==> config.mk <==
export PLATFORM = sky130hd
export DESIGN_NAME = gost_ctrl
export DESIGN_NICKNAME = d
export VERILOG_FILES = /design/src/rtl/gost_pkg.sv /design/src/rtl/gost_round.sv /design/src/rtl/gost_ctrl.sv
export SDC_FILE = /design/constraint.sdc
export NUM_CORES = 1
export LEC_CHECK = 0
export CAP_MARGIN = 10
export CORE_MARGIN = 2
export CORE_UTILIZATION = 59
export CTS_BUF_LIST = sky130_fd_sc_hd__clkbuf_8
export CTS_CLUSTER_SIZE = 16
export DETAILED_ROUTE_END_ITERATION = 10
export DONT_BUFFER_PORTS = 1
export GPL_TIMING_DRIVEN = 0
export PLACE_DENSITY = 0.75
export SLEW_MARGIN = 20
export SYNTH_ARGS = -nofsm -noshare
export SYNTH_HDL_FRONTEND = slang
export SYNTH_SLANG_ARGS = --single-unit
==> constraint.sdc <==
create_clock -name iclk -period 5.1 [get_ports iclk]
set_input_delay 1.275 -clock iclk [delete_from_list [all_inputs] [get_ports iclk]]
set_output_delay 1.275 -clock iclk [all_outputs]
set_load 0.05 [all_outputs]
==> src/rtl/gost_pkg.sv <==
// Shared constants for the GOST (Magma) block controller: round count, FSM encoding,
// and the key schedule index as a function of round number and direction.
package gost_pkg;

  localparam int ROUNDS = 32;
  localparam int KEY_W  = 256;
  localparam int BLK_W  = 64;

  localparam logic [4:0] LAST_ROUND = 5'(ROUNDS - 1);

  localparam logic [1:0] ST_IDLE  = 2'd0;
  localparam logic [1:0] ST_START = 2'd1;
  localparam logic [1:0] ST_WAIT  = 2'd2;
  localparam logic [1:0] ST_DONE  = 2'd3;

  // Encrypt runs K0..K7 three times then K7..K0; decrypt runs K0..K7 once then K7..K0 three times.
  function automatic logic [2:0] key_idx(input logic [4:0] rcnt, input logic encrypt);
    logic reversed;
    reversed = encrypt ? (rcnt >= 5'd24) : (rcnt >= 5'd8);
    return reversed ? (3'd7 - rcnt[2:0]) : rcnt[2:0];
  endfunction

endpackage

==> src/rtl/gost_round.sv <==
// One Feistel round {L,R} -> {R, rotl11(S(R+K)) ^ L}; three register stages, done_o
// pulses 3 cycles after start_i. No backpressure: the caller must not restart mid-flight.
module gost_round
  import gost_pkg::*;
(
  input  logic             clk_i,
  input  logic             rst_i,
  input  logic             start_i,
  input  logic [BLK_W-1:0] blk_i,
  input  logic [31:0]      key_i,
  output logic             done_o,
  output logic [BLK_W-1:0] blk_o
);

  // Nibble x of box n lives at SBOX[64*n + 4*x +: 4]; box 0 handles the least significant nibble.
  localparam logic [511:0] SBOX = {
    64'h2BC96AF43850DE71, 64'h73AD0B4FC19652E8,
    64'h0E34187BAC296FD5, 64'hC24BE390D618A5F7,
    64'hB9E35A076F4D128C, 64'h069C471EDAF2853B,
    64'hF0DB74E1C5A93286, 64'h1F307D8E9B5A264C
  };

  function automatic logic [31:0] subst(input logic [31:0] a);
    logic [31:0] r;
    r = '0;
    for (int n = 0; n < 8; n++) begin
      r[4*n +: 4] = SBOX[64*n + 4*int'(a[4*n +: 4]) +: 4];
    end
    return r;
  endfunction

  logic        v1_q, v2_q, v3_q;
  logic [31:0] sum_q, l1_q, r1_q;
  logic [31:0] f_q, l2_q, r2_q;
  logic [63:0] out_q;
  logic [31:0] sub;

  assign sub = subst(sum_q);

  always_ff @(posedge clk_i or posedge rst_i) begin
    if (rst_i) begin
      v1_q  <= 1'b0;
      v2_q  <= 1'b0;
      v3_q  <= 1'b0;
      sum_q <= '0;
      l1_q  <= '0;
      r1_q  <= '0;
      f_q   <= '0;
      l2_q  <= '0;
      r2_q  <= '0;
      out_q <= '0;
    end else begin
      v1_q  <= start_i;
      sum_q <= blk_i[31:0] + key_i;
      l1_q  <= blk_i[63:32];
      r1_q  <= blk_i[31:0];
      v2_q  <= v1_q;
      f_q   <= {sub[20:0], sub[31:21]};
      l2_q  <= l1_q;
      r2_q  <= r1_q;
      v3_q  <= v2_q;
      out_q <= {r2_q, f_q ^ l2_q};
    end
  end

  assign done_o = v3_q;
  assign blk_o  = out_q;

endmodule

==> src/rtl/gost_ctrl.sv <==
// Sequences 32 GOST rounds through one round unit: odone 129 cycles after istart acceptance,
// one block per 130 cycles; istart is only taken while oready (IDLE), otherwise ignored.
module gost_ctrl
  import gost_pkg::*;
(
  input  logic             iclk,
  input  logic             irst_n,
  input  logic             istart,
  input  logic             iencrypt,
  input  logic [BLK_W-1:0] iblock,
  input  logic [KEY_W-1:0] ikey,
  output logic [BLK_W-1:0] oblock,
  output logic             odone,
  output logic             oready
);

  logic [1:0]       state_q, state_d;
  logic [4:0]       rcnt_q, rcnt_d;
  logic [BLK_W-1:0] blk_q, blk_d;
  logic [KEY_W-1:0] key_q, key_d;
  logic             enc_q, enc_d;
  logic [BLK_W-1:0] oblock_q, oblock_d;

  logic             rnd_rst;
  logic             rnd_start;
  logic             rnd_done;
  logic [BLK_W-1:0] rnd_out;
  logic [2:0]       kidx;
  logic [31:0]      rnd_key;
  logic             accept;
  logic             step;

  assign kidx      = key_idx(rcnt_q, enc_q);
  assign rnd_key   = key_q[32*int'(3'd7 - kidx) +: 32];
  assign rnd_start = (state_q == ST_START);
  assign rnd_rst   = ~irst_n;
  assign accept    = (state_q == ST_IDLE) && istart;
  // A done pulse outside WAIT is not a round we launched, so it never advances state.
  assign step      = (state_q == ST_WAIT) && rnd_done;

  gost_round u_round (
    .clk_i   (iclk),
    .rst_i   (rnd_rst),
    .start_i (rnd_start),
    .blk_i   (blk_q),
    .key_i   (rnd_key),
    .done_o  (rnd_done),
    .blk_o   (rnd_out)
  );

  always_comb begin
    state_d = state_q;
    case (state_q)
      ST_IDLE:  if (istart) state_d = ST_START;
      ST_START: state_d = ST_WAIT;
      ST_WAIT:  if (rnd_done) state_d = (rcnt_q == LAST_ROUND) ? ST_DONE : ST_START;
      ST_DONE:  state_d = ST_IDLE;
      default:  state_d = ST_IDLE;
    endcase
  end

  always_comb begin
    rcnt_d   = rcnt_q;
    blk_d    = blk_q;
    key_d    = key_q;
    enc_d    = enc_q;
    oblock_d = oblock_q;
    if (accept) begin
      rcnt_d = '0;
      blk_d  = iblock;
      key_d  = ikey;
      enc_d  = iencrypt;
    end
    if (step) begin
      blk_d  = rnd_out;
      rcnt_d = rcnt_q + 5'd1;
      // The last round's output is swapped back so the result reads {L,R} like the input.
      if (rcnt_q == LAST_ROUND) oblock_d = {rnd_out[31:0], rnd_out[63:32]};
    end
  end

  always_ff @(posedge iclk or negedge irst_n) begin
    if (!irst_n) begin
      state_q  <= ST_IDLE;
      rcnt_q   <= '0;
      blk_q    <= '0;
      key_q    <= '0;
      enc_q    <= 1'b0;
      oblock_q <= '0;
    end else begin
      state_q  <= state_d;
      rcnt_q   <= rcnt_d;
      blk_q    <= blk_d;
      key_q    <= key_d;
      enc_q    <= enc_d;
      oblock_q <= oblock_d;
    end
  end

  assign oblock = oblock_q;
  assign odone  = (state_q == ST_DONE);
  assign oready = (state_q == ST_IDLE);

endmodule

=== Yosys cells after proc, flatten, opt, wreduce, memory -nomap -nowiden ===
Cells that the tools add are included.

* Bitwise logic cells: 1
* Eq/ne operators: 6
* Add/sub/neg operators: 11
* Reduce and logical (&&, ||, !) cells: 6
* Order comparisons: 2
* Shift-type cells: 9
* Muxes and demuxes: 10

{| class="wikitable"
|+ Operators with widths
! kind !! number
|-
| 512-bit by 32-bit variable part select with 4-bit output (first input constant) || 7
|-
| 512-bit by 7-bit variable part select with 4-bit output (first input constant) || 1
|-
| 256-bit by 9-bit variable part select with 32-bit output || 1
|-
| 64-bit 2-to-1 mux || 2
|-
| 9-bit by 6-bit adder with 10-bit output (first input constant) || 4
|-
| 32-bit adder || 1
|-
| 32-bit XOR || 1
|-
| 8-bit by 6-bit adder with 9-bit output (first input constant) || 2
|-
| 5-bit 2-to-1 mux || 2
|-
| 7-bit by 6-bit adder with 8-bit output (first input constant) || 1
|-
| 2-bit one-hot mux with 4 select lines || 1
|-
| 2-bit 2-to-1 mux || 3
|-
| 5-bit by 1-bit adder with 5-bit output (second input constant) || 1
|-
| 5-bit equality test (second input constant) || 1
|-
| 5-bit by 4-bit >= comparator with 1-bit output (second input constant) || 1
|-
| 5-bit >= comparator (second input constant) || 1
|-
| 2-bit equality test (second input constant) || 2
|-
| 2-bit AND reduction || 2
|-
| 3-bit by 3-bit subtractor with 4-bit output (first input constant) || 1
|-
| 3-bit 2-to-1 mux || 1
|-
| 3-bit subtractor (first input constant) || 1
|-
| 2-bit by 1-bit equality test with 1-bit output (second input constant) || 1
|-
| 1-bit logical AND || 2
|-
| 2-bit zero test || 1
|-
| 4 further kinds || 4
|}

* Input port bits: 324
* Flip-flop bits (word level): 651
* Word-level logic and storage cells: 61

=== Longest topological paths before layout ===
Gate-level depths: netlist (run 1).

* Depth in word-level cells: 6
* Mapped depth: 17

=== By module ===
A second synthesis (run 1) with hierarchy kept.

* Cells, all modules: 2,832
* Area, all modules: 28,781.4 um2

{| class="wikitable"
|+ By module, submodules not included
! module !! sequential area each (um2) !! cells each !! instances !! area an instance (um2)
|-
| gost_ctrl || 9,809.4 || 2,109 || 1 || 18,846.8
|-
| gost_round || 6,481.2 || 723 || 1 || 9,934.5
|}

=== Worst setup path before layout (run 1) ===
Ideal clock, no wire load.

* Kind: flip-flop to flip-flop
* Start: register enc_q
* End: register u_round.sum_q[28]
* Slack: 1.075 ns
* Clock period less this slack: 4.025 ns
* Setup time: 0.080 ns
* Data arrival time: 3.945 ns
* Buffers on the path: 2
* Cell stages (with the launch flop): 18
* Required time: 5.020 ns
* Path through: dfrtp_1 -> nor2b_2 -> o21a_1 -> buf_6 -> xnor2_4 -> buf_6 -> mux4_1 -> mux2_2 -> ha_1 -> inv_1 -> fa_1 -> nor2b_1 -> o31a_1 -> a21oi_2 -> o21bai_1 -> a2111o_1 -> a41oi_1 -> xnor2_1

* Word-level cells in the longest chain between the ends: 5

{| class="wikitable"
|+ RTL lines
! what !! RTL line !! RTL
|-
| start, declared || gost_ctrl.sv:21 || <nowiki>logic enc_q, enc_d;</nowiki>
|-
| start signal, assigned || gost_ctrl.sv:95 || <nowiki>enc_q <= enc_d;</nowiki>
|-
| 1-bit 2-to-1 mux || gost_pkg.sv:19 || <nowiki>reversed = encrypt ? (rcnt >= 5'd24) : (rcnt >= 5'd8);</nowiki>
|-
| 3-bit 2-to-1 mux || gost_pkg.sv:20 || <nowiki>return reversed ? (3'd7 - rcnt[2:0]) : rcnt[2:0];</nowiki>
|-
| 3-bit by 3-bit subtractor with 4-bit output || gost_ctrl.sv:34 || <nowiki>assign rnd_key = key_q[32*int'(3'd7 - kidx) +: 32];</nowiki>
|-
| 256-bit by 9-bit variable part select with 32-bit output || gost_ctrl.sv:34 ||
|-
| 32-bit adder || gost_round.sv:54 || <nowiki>sum_q <= blk_i[31:0] + key_i;</nowiki>
|-
| end signal, assigned || gost_round.sv:54 ||
|-
| end, declared || gost_round.sv:33 || <nowiki>logic [31:0] sum_q, l1_q, r1_q;</nowiki>
|}

Every way passes these cells.
A chain may end at the register's enable or synchronous reset.

=== Worst setup path after layout (run 1) ===
Ends and elaborated chain as after synthesis.

==> results of run 1 <==
==> final cells by class <==
| cell class | count | area (µm²) |
|---|---|---|
| clock inverter | 42 | 245 |
| multi-input combinational | 1053 | 9980 |
| inverter | 41 | 154 |
| sequential | 651 | 16300 |
| fill | 3197 | 15400 |
| antenna | 18 | 45.0 |
| tap | 600 | 751 |
| clock buffer | 133 | 1830 |
| buffer | 82 | 394 |
==> worst min-delay path by stage <==
stage	start	end	slack (ns)	cells after the start
after floorplan	u_round.r2_q[0]$_DFF_PN0_	u_round.blk_o[32]$_DFF_PN0_	0.33	0
after global placement	u_round.r2_q[29]$_DFF_PN0_	u_round.blk_o[61]$_DFF_PN0_	0.33	0
after detailed placement	u_round.r2_q[8]$_DFF_PN0_	u_round.blk_o[40]$_DFF_PN0_	0.33	0
after CTS	irst_n	oblock[60]$_DFFE_PN0P_	0.26	0
after global routing	irst_n	oblock[60]$_DFFE_PN0P_	0.27	0
final	irst_n	oblock[61]$_DFFE_PN0P_	0.29	0
==> registers in the layout, indices dropped and copies added, names as in the netlist <==
signal / cells
u_round.v1_q: 1
u_round.l1_q: 32
enc_q: 1
rcnt_q: 5
u_round.l2_q: 32
u_round.f_q: 32
u_round.r1_q: 32
blk_q: 64
u_round.r2_q: 32
u_round.blk_o: 64
key_q: 256
state_q: 2
u_round.v2_q: 1
u_round.done_o: 1
oblock: 64
u_round.sum_q: 32
==> metal layers <==
layer / share of wire / track usage / vias up
li1: - / - / 6786
met1: 0.41 / 0.364 / 7970
met2: 0.49 / 0.464 / 458
met3: 0.071 / 0.0918 / 110
met4: 0.019 / 0.0842 / 26
met5: 0.0028 / 0 / -
==> cells by family (layout without fill, tap and decap cells) <==
group,Yosys count,in the layout,share of synthesized area
AND/OR/NAND/NOR,245,245,0.0383
XOR/XNOR,67,67,0.0229
buffers and inverters,123,298,0.0203
adder cells (fa/ha/maj),80,80,0.0376
flip-flops,651,651,0.608
multiplexers,429,429,0.216
AO/OA/AOI/OAI,232,232,0.0573
other,0,18,0
==> power groups by stage <==
stage / Clock (mW) / Combinational, mW / Sequential, mW
floorplan: 0 / 6.09 / 8.45
global route: 4.71 / 8.75 / 9.26
detailed placement: 0 / 7.99 / 9.07
CTS: 4.49 / 8.06 / 9.00
global placement: 0 / 7.78 / 8.93
finish: 4.40 / 7.99 / 9.02
==> cell usage in the layout, fill, tap and decap left out, types with 18 or more instances in the layout <==
cell      netlist  final
xor2_1         44     44
o21ai_0        49     49
a21oi_1        44     44
dfrtp_1       651    651
a22oi_1        65     65
inv_1          37     66
xnor2_1        21     20
mux4_1         49     49
nand2_1       178    178
clkbuf_1       48     46
buf_2          25     25
diode_2         0     18
mux4_2         20     20
ha_1           79     79
mux2_2        352    352
nor2_1         28     28
clkbuf_8        0    133
==> worst max-delay path, cell delays in order (launching register included) <==
cell      delay [ns]
dfrtp_1         0.40
nor2b_2         0.17
o21a_1          0.18
buf_6           0.15
xnor2_4         0.40
buf_6           0.25
mux4_1          0.64
mux2_2          0.34
ha_1            0.35
nor2b_1         0.16
o31a_1          0.29
a21oi_2         0.30
o21bai_1        0.19
a2111o_1        0.43
a41oi_1         0.25
xnor2_1         0.20
==> repair_timing <==
| action | in CTS | in global routing |
|---|---|---|
| pin swaps | 0 | 0 |
| gates resized for setup | 2 | 3 |
| endpoints found under the setup margin | 4 | 6 |
==> reports/metrics.yaml, run 1 <==
finalPower_mw: 21.4
port_buffers: 0
required_ns: 5.66
final.min_clock_period_ns: 4.83
worstPathArrival_ns: 5.39
drive_above_1_share: 0.283
drv_cap: 0
die_area_um2: 47200
fin_skew_ns: 0.0306
cts_buffers: 100
start_util: 0.595
power.internal_mw: 13.9
async_reset_ff_frac: 1.00
synth_top_cells_by_area: "dfrtp_1 61%, mux2_2 15%, mux4_1 4.8%"
ys_types: 66
core_area_um2: 45100
row_count: 78
ctsHoldBuffers: 0
pwr-share-comb: 0.373
drc: 0
clkLatencyLatePin_ns: 0.68
synth_ff_type: "dfrtp_1"
dp_hpwl_mm: 47.5
place_ws_ns: -0.149
overflow: 0
status: "complete, no violations"
root_buffer: "clkbuf_8"
wl_per_cell_um: 25.1
dr.first_iter.drc_count: 1161
syn_area_um2: 26800
setup_tns_ns: 0
die_w_um: 217
cts_max_path_buffers: 3
cp-startpoint: "enc_q$_DFFE_PN0P_"
synth_most_common_cell: "dfrtp_1"
ys_top_cells_by_count: "651 x dfrtp_1, 352 x mux2_2, 178 x nand2_1"
synth_edf_count: 0
switching_share: 0.351
postSynthAreaPerCell_um2: 14.7
critPathMaxFanout: 10
ant_nets: 0
track_usage: 0.283
ys.warnings.count: 0
postLayoutCellArea_um2: 29700
h-tree-depth: 3
slew-limit-headroom: 0.0772
nets: 2333
grt_pass1_vias: 16204
endpoint_kind: "register"
worst_pin_slew_ns: 1.38
p_clk_frac: 0.205
cp-start-kind: "register"
critPathKind: "reg -> reg"
post_cts_buffers: 0
final_max_slew_viol_count: 0
grt_max_degree: 652
dpl-instance-area_um2: 27600
grt_pass1_wl_mm: 98.5
ios: 390
viasPerCell: 5.86
post-route-period-util: 0.946
synth_top_cell_by_area: "dfrtp_1"
r2r_cells: 15
cts_tree: "built"
syn_nets: 2231
seqPwrFrac: 0.421
grt_setup_unrepaired: "false"
p_sw_mw: 7.51
p_leak_nw: 13.9
r2r-end: "u_round.sum_q[28]$_DFF_PN0_"
setup_ws_ns: 0.273
hold_violations: 0
place.gp.congestion: 0.848
dp.cells: 2427
path_clk_slew_ns: 0.07
max_freq_mhz: 207
reg2reg_from: "enc_q$_DFFE_PN0P_"
antenna_found_initial: 27
finalWirelength_mm: 65.6
syn_inst: 1827
drt_pre_antenna_iters: 5
setup-violations-final: 0
routed-via-count: 15350
ys_ff_latch: 651
min_path_type: "in -> async"
r2r_slack_ns: 0.27
endpoint: "u_round.sum_q[28]$_DFF_PN0_"
power.density_nw_per_um2: 721
peakVddDrop_mv: 0.404
die_h_um: 217
syn2layout_area_growth_pct: 10.8
finalCoreUtilization: 0.659
cts.sink_count: 651
ys_seq_area_frac: 0.608
worst_hold_slack_ns: 0.294
synth_top_area_share: 0.608
final_cell_count_no_fill: 2620
Note: power is estimated with default switching activity, not from simulation.
==> inputs of run 2 (changes only) <==
Settings changed: HOLD_SLACK_MARGIN set to 0.06.
==> results of run 2 <==
Final layout, timing and power as in run 1 (identical DEF).
==> patch 1 (settings of run 2) <==
Add an input register stage for `ikey`, without a reset; this delays it by one clock. The other inputs are not delayed to match.
--- a/src/rtl/gost_ctrl.sv
+++ b/src/rtl/gost_ctrl.sv
@@ -13,6 +13,12 @@
   output logic             odone,
   output logic             oready
 );
+
+  logic [KEY_W-1:0] ikey_q;
+
+  always_ff @(posedge iclk) begin
+    ikey_q <= ikey;
+  end
 
   logic [1:0]       state_q, state_d;
   logic [4:0]       rcnt_q, rcnt_d;
@@ -68,7 +74,7 @@
     if (accept) begin
       rcnt_d = '0;
       blk_d  = iblock;
-      key_d  = ikey;
+      key_d  = ikey_q;
       enc_d  = iencrypt;
     end
     if (step) begin
Function: not settled (the Yosys comparison gave no result); the edit may change what the design does.
==> patch 1 against run 2 <==
- the flow now finishes with violations (max-slew violations)
- global-route usage is 1.0 points lower
- wire length is 14% higher
- power is 20% higher
- synthesized cell count increased by 17%
- final area rose by 22%
- area after synthesis up 21%
- clock power grew 37%
- sequential cell count grew 256
- setup slack lost 0.080 ns
==> patch 1: results (changes against run 2) <==
cts:
  cts-resized-gates: 5  # was 2
  h-tree-depth: 4  # was 3
  cts_buffers: 141  # was 100
  cts_root_buffer: "clkbuf_8"  # unchanged
  clk_latency_ns: 0.79  # was 0.68 ns
finish:
  seq_cells: 907  # was 651
  n_clock_buffer: 177  # was 133
  drive_gt1_share_pct: 25.73  # was 28.32%
  seq_area_share_pct: 59.30  # was 54.86%
  multi_input_area_um2: 10330  # was 9985 um^2
  buf_share_pct: 1.185  # was 1.327%
  nonClockBufferCount: 88  # was 82
  multi_input_cells: 1101  # was 1053
  fillers: 3751  # was 3197
  diodes: 18  # unchanged
  fin_nets: 2686  # was 2333
  non_clock_inverter_count: 43  # was 41
logic_synthesis:
  async_flop_share_pct: 71.78  # was 100.0%
  synthMuxAreaShare_pct: 18.18  # was 21.59%
  synth_common_cells: "651 x dfrtp_1, 355 x mux2_2, 256 x dfxtp_1, 177 x nand2_1, 79 x ha_1"  # was 651 x dfrtp_1, 352 x mux2_2, 178 x nand2_1, 79 x ha_1, 65 x a22oi_1
  synth-xor-area-share_pct: 1.805  # was 2.287%
  syn_nets: 2543  # was 2231
  ys_types: 65  # was 66
  ys_seq_area_share_pct: 66.29  # was 60.77%
timing:
  hold_slack_ns: 0.1999  # was 0.2937 ns
  fmax_ghz: 0.2038  # was 0.2072 GHz
  fin_skew_ns: 0.03183  # was 0.03064 ns
  slew_violations: 89  # was 0
pwr:
  pwr-share-seq_pct: 43.4  # was 42.1%
  p_sw_mw: 8.664  # was 7.506 mW
  p_comb_mw: 8.52  # was 7.99 mW
  ir_drop_mv: 0.4890  # was 0.4043 mV
  p_leak_nw: 16.69  # was 13.87 nW
route:
  viasPerCell: 5.719  # was 5.859
  drtIter0Drc: 1163  # was 1161
  wire_per_inst_um: 24.08  # was 25.06 um
placed_design:
  port-buffer-count: 0  # unchanged
  post-place-ws_ns: -0.1469  # was -0.1493 ns
global_route:
  antenna_found_initial: 39  # was 27
  grt_pass1_wl_um: 113800  # was 98470 um
  grt_pass1_vias: 19020  # was 16200
status:
  outcome: "finished, violations left"  # was finished, final reports clean
  violations: "max-slew violations"
critical_path:
  crit_start: "rcnt_q[4]"  # was enc_q
  r2r_slack_ns: 0.19  # was 0.27 ns
  worst_r2r_path_depth: 13  # was 15
  arrival_ns: 5.57  # was 5.39 ns
  endpoint: "u_round.sum_q[31]"  # was u_round.sum_q[28]
  r2r-start: "rcnt_q[4]"  # was enc_q
## patch 1: routing by layer
| metal | wire length, um | vias to the layer above | track usage [%] |
|---|---|---|---|
| li1 | - | 7877 | - |
| met1 | 30880 | 9182 | 34.37 |
| met2 | 37580 | 502 | 45.45 |
| met3 | 4459 | 151 | 8.283 |
| met4 | 1602 | 40 | 9.034 |
| met5 | 224 | - | 0 |
## patch 1: per-stage QoR
stage          total power [mW]  std cells  instance area, um^2  util (%)
2_1_floorplan             16.97       2139                32300         -
3_3_place_gp              19.36       2835                33180     61.41
3_5_place_dp              19.74       2835                33180     61.41
4_1_cts                   25.83       3086                36050     66.72
5_1_grt                   27.24       3098                36100     66.82
6_report                  25.66       3104                36110     66.85
==> patch 2 (config.mk and constraints of run 2) <==
Made on the original files. Set the package constant `KEY_W` to 248 (it was 256).
--- a/src/rtl/gost_pkg.sv
+++ b/src/rtl/gost_pkg.sv
@@ -3,7 +3,7 @@
 package gost_pkg;
 
   localparam int ROUNDS = 32;
-  localparam int KEY_W  = 256;
+  localparam int KEY_W  = 248;
   localparam int BLK_W  = 64;
 
   localparam logic [4:0] LAST_ROUND = 5'(ROUNDS - 1);
Interface: changed (resized ikey); port bits go from 390 to 382. No check against the original RTL was run, so the function may have changed too.
==> patch 2 against run 2 <==
- area after synthesis shrank 0.99%
- setup slack got worse by 0.14 ns
- sequential power is 1% lower
- via count up 13%
- final area fell by 0.43%
- sequential cell count fell by 8
- critical path depth rose by 3
- wire length rose by 8.2%
- highest routed layer unchanged
- count of clock-buffer cells in the layout is 5 lower
- largest cell class unchanged
- power rose by 0.48%
- critical endpoint unchanged
- synthesized cell count increased by 18%
==> patch 2: results (changes against run 2) <==
cts:
  post-cts-setup-buffers: 1  # was 0
  clk_latency_ns: 0.70  # was 0.68 ns
  cts_buffers: 99  # was 100
  cts-resized-gates: 25  # was 2
global_route:
  grt_usage_pct: 30.86  # was 28.33%
  antenna_found_initial: 38  # was 27
  grt_start_max_net_pins: 644  # was 652
  grt_pass1_wl_um: 107800  # was 98470 um
  grt_pass1_vias: 17940  # was 16200
logic_synthesis:
  synth_compound_area_share_pct: 6.430  # was 5.727%
  synthMuxAreaShare_pct: 15.05  # was 21.59%
  synth_common_cells: "643 x dfrtp_1, 405 x nand2_1, 314 x mux2_2, 125 x nand3_1, 96 x clkbuf_1"  # was 651 x dfrtp_1, 352 x mux2_2, 178 x nand2_1, 79 x ha_1, 65 x a22oi_1
  ys_top_cells_by_area: "dfrtp_1 61%, mux2_2 13%, nand2_1 5.7%"  # was dfrtp_1 61%, mux2_2 15%, mux4_1 4.8%
  ys_seq_area_share_pct: 60.63  # was 60.77%
  synth-xor-area-share_pct: 2.334  # was 2.287%
  ys_types: 52  # was 66
  yosys.area.top_type_share_pct: 60.63  # was 60.77%
  syn_nets: 2554  # was 2231
  synthAdderAreaFrac_pct: 3.800  # was 3.762%
finish:
  drive_gt1_share_pct: 21.74  # was 28.32%
  fin_nets: 2659  # was 2333
  fillers: 3268  # was 3197
  largest_register_ffs: 248  # was 256
placed_design:
  routabilityCongestion: 0.9269  # was 0.8482
  post-place-ws_ns: -1.336  # was -0.1493 ns
  dpl_cell_area_um2: 27280  # was 27560 um^2
  dpl.hpwl_um: 51460  # was 47530 um
critical_path:
  cpLargestDelayFamily: "compound AO/OA/AOI/OAI gates"  # unchanged
  path_class: "reg -> reg"  # unchanged
  r2r_slack_ns: 0.14  # was 0.27 ns
  crit_path_max_incr_delay_ns: 0.55  # was 0.64 ns
  worst_r2r_path_depth: 18  # was 15
  r2r-start: "rcnt_q[4]"  # was enc_q
  arrival_ns: 5.51  # was 5.39 ns
  cpMaxStageDelayCell: "or4_1"  # was mux4_1
timing:
  fin_crit_sh_pct: 97.31  # was 94.65%
  worst_slew_pin_slew_ns: 1.487  # was 1.384 ns
  hold_slack_ns: 0.2997  # was 0.2937 ns
  fin_skew_ns: 0.03494  # was 0.03064 ns
status:
  outcome: "finished, final reports clean"  # unchanged
route:
  drtIter0Drc: 1499  # was 1161
  num_vias: 17320  # was 15350
  routed_wl_um: 71060  # was 65650 um
worst_hold_path:
  hold_path_class: "in -> async"  # unchanged
pwr:
  p_leak_nw: 13.88  # was 13.87 nW
  ir_drop_mv: 0.4492  # was 0.4043 mV
[patch 2: cell types whose count changed after synthesis, moves of 7 or more]
cell / run 2 / this run
mux4_2: 20 / 7
mux2_2: 352 / 314
a21oi_1: 44 / 56
nand2_1: 178 / 405
o21ai_0: 49 / 82
clkbuf_1: 48 / 96
mux4_1: 49 / 8
buf_6: 7 / 0
buf_2: 25 / 2
nand3_1: 3 / 125
buf_1: 2 / 10
dfrtp_1: 651 / 643
[patch 2: where the power goes]
part	switching [mW]	leakage [nW]	internal (mW)	total, mW
registers	1.42	7.83	7.48	8.90
clock network	1.98	1.19	2.40	4.38
logic	4.77	4.86	3.46	8.23
[patch 2: cell type report]
cell class,instances,area (um^2),area share [%]
flip-flops and latches,643,16090,54.42
well taps,592,740.7,2.505
plain buffers,106,439.2,1.485
diodes,25,62.56,0.2116
inverters,40,150.1,0.5078
multi-input cells,1367,9980,33.75
clock buffers,128,1762,5.958
repair buffers,6,45.04,0.1523
clock inverters,51,297.8,1.007
[patch 2: cells by family (layout without fill, tap and decap cells)]
group	count (synthesis)	count (layout)
other cells	0	25
xor+xnor	69	69
simple gates	610	610
flops	643	643
compound gates	270	270
buf+inv	148	331
fa+ha+maj	80	80
mux	338	338
[patch 2: per-stage QoR]
stage               util (%)  cells  setup TNS, ns  power [mW]
finish                 66.72   2958              0       21.51
global route           66.65   2946       -0.02712       22.84
CTS                    66.43   2929              0       21.45
detailed placement     61.56   2750         -7.548       16.93
global placement       61.56   2750         -6.833       16.58
floorplan                  -   2158              0       14.23
[patch 2: metal layers]
metal  share of wire, %  vias up  GRT usage (%)
met5               0.26        -              0
met4                3.8       28          13.15
met3                8.3      168          9.600
met2                 48      688          49.74
met1                 39     8751          38.90
li1                   -     7687              -
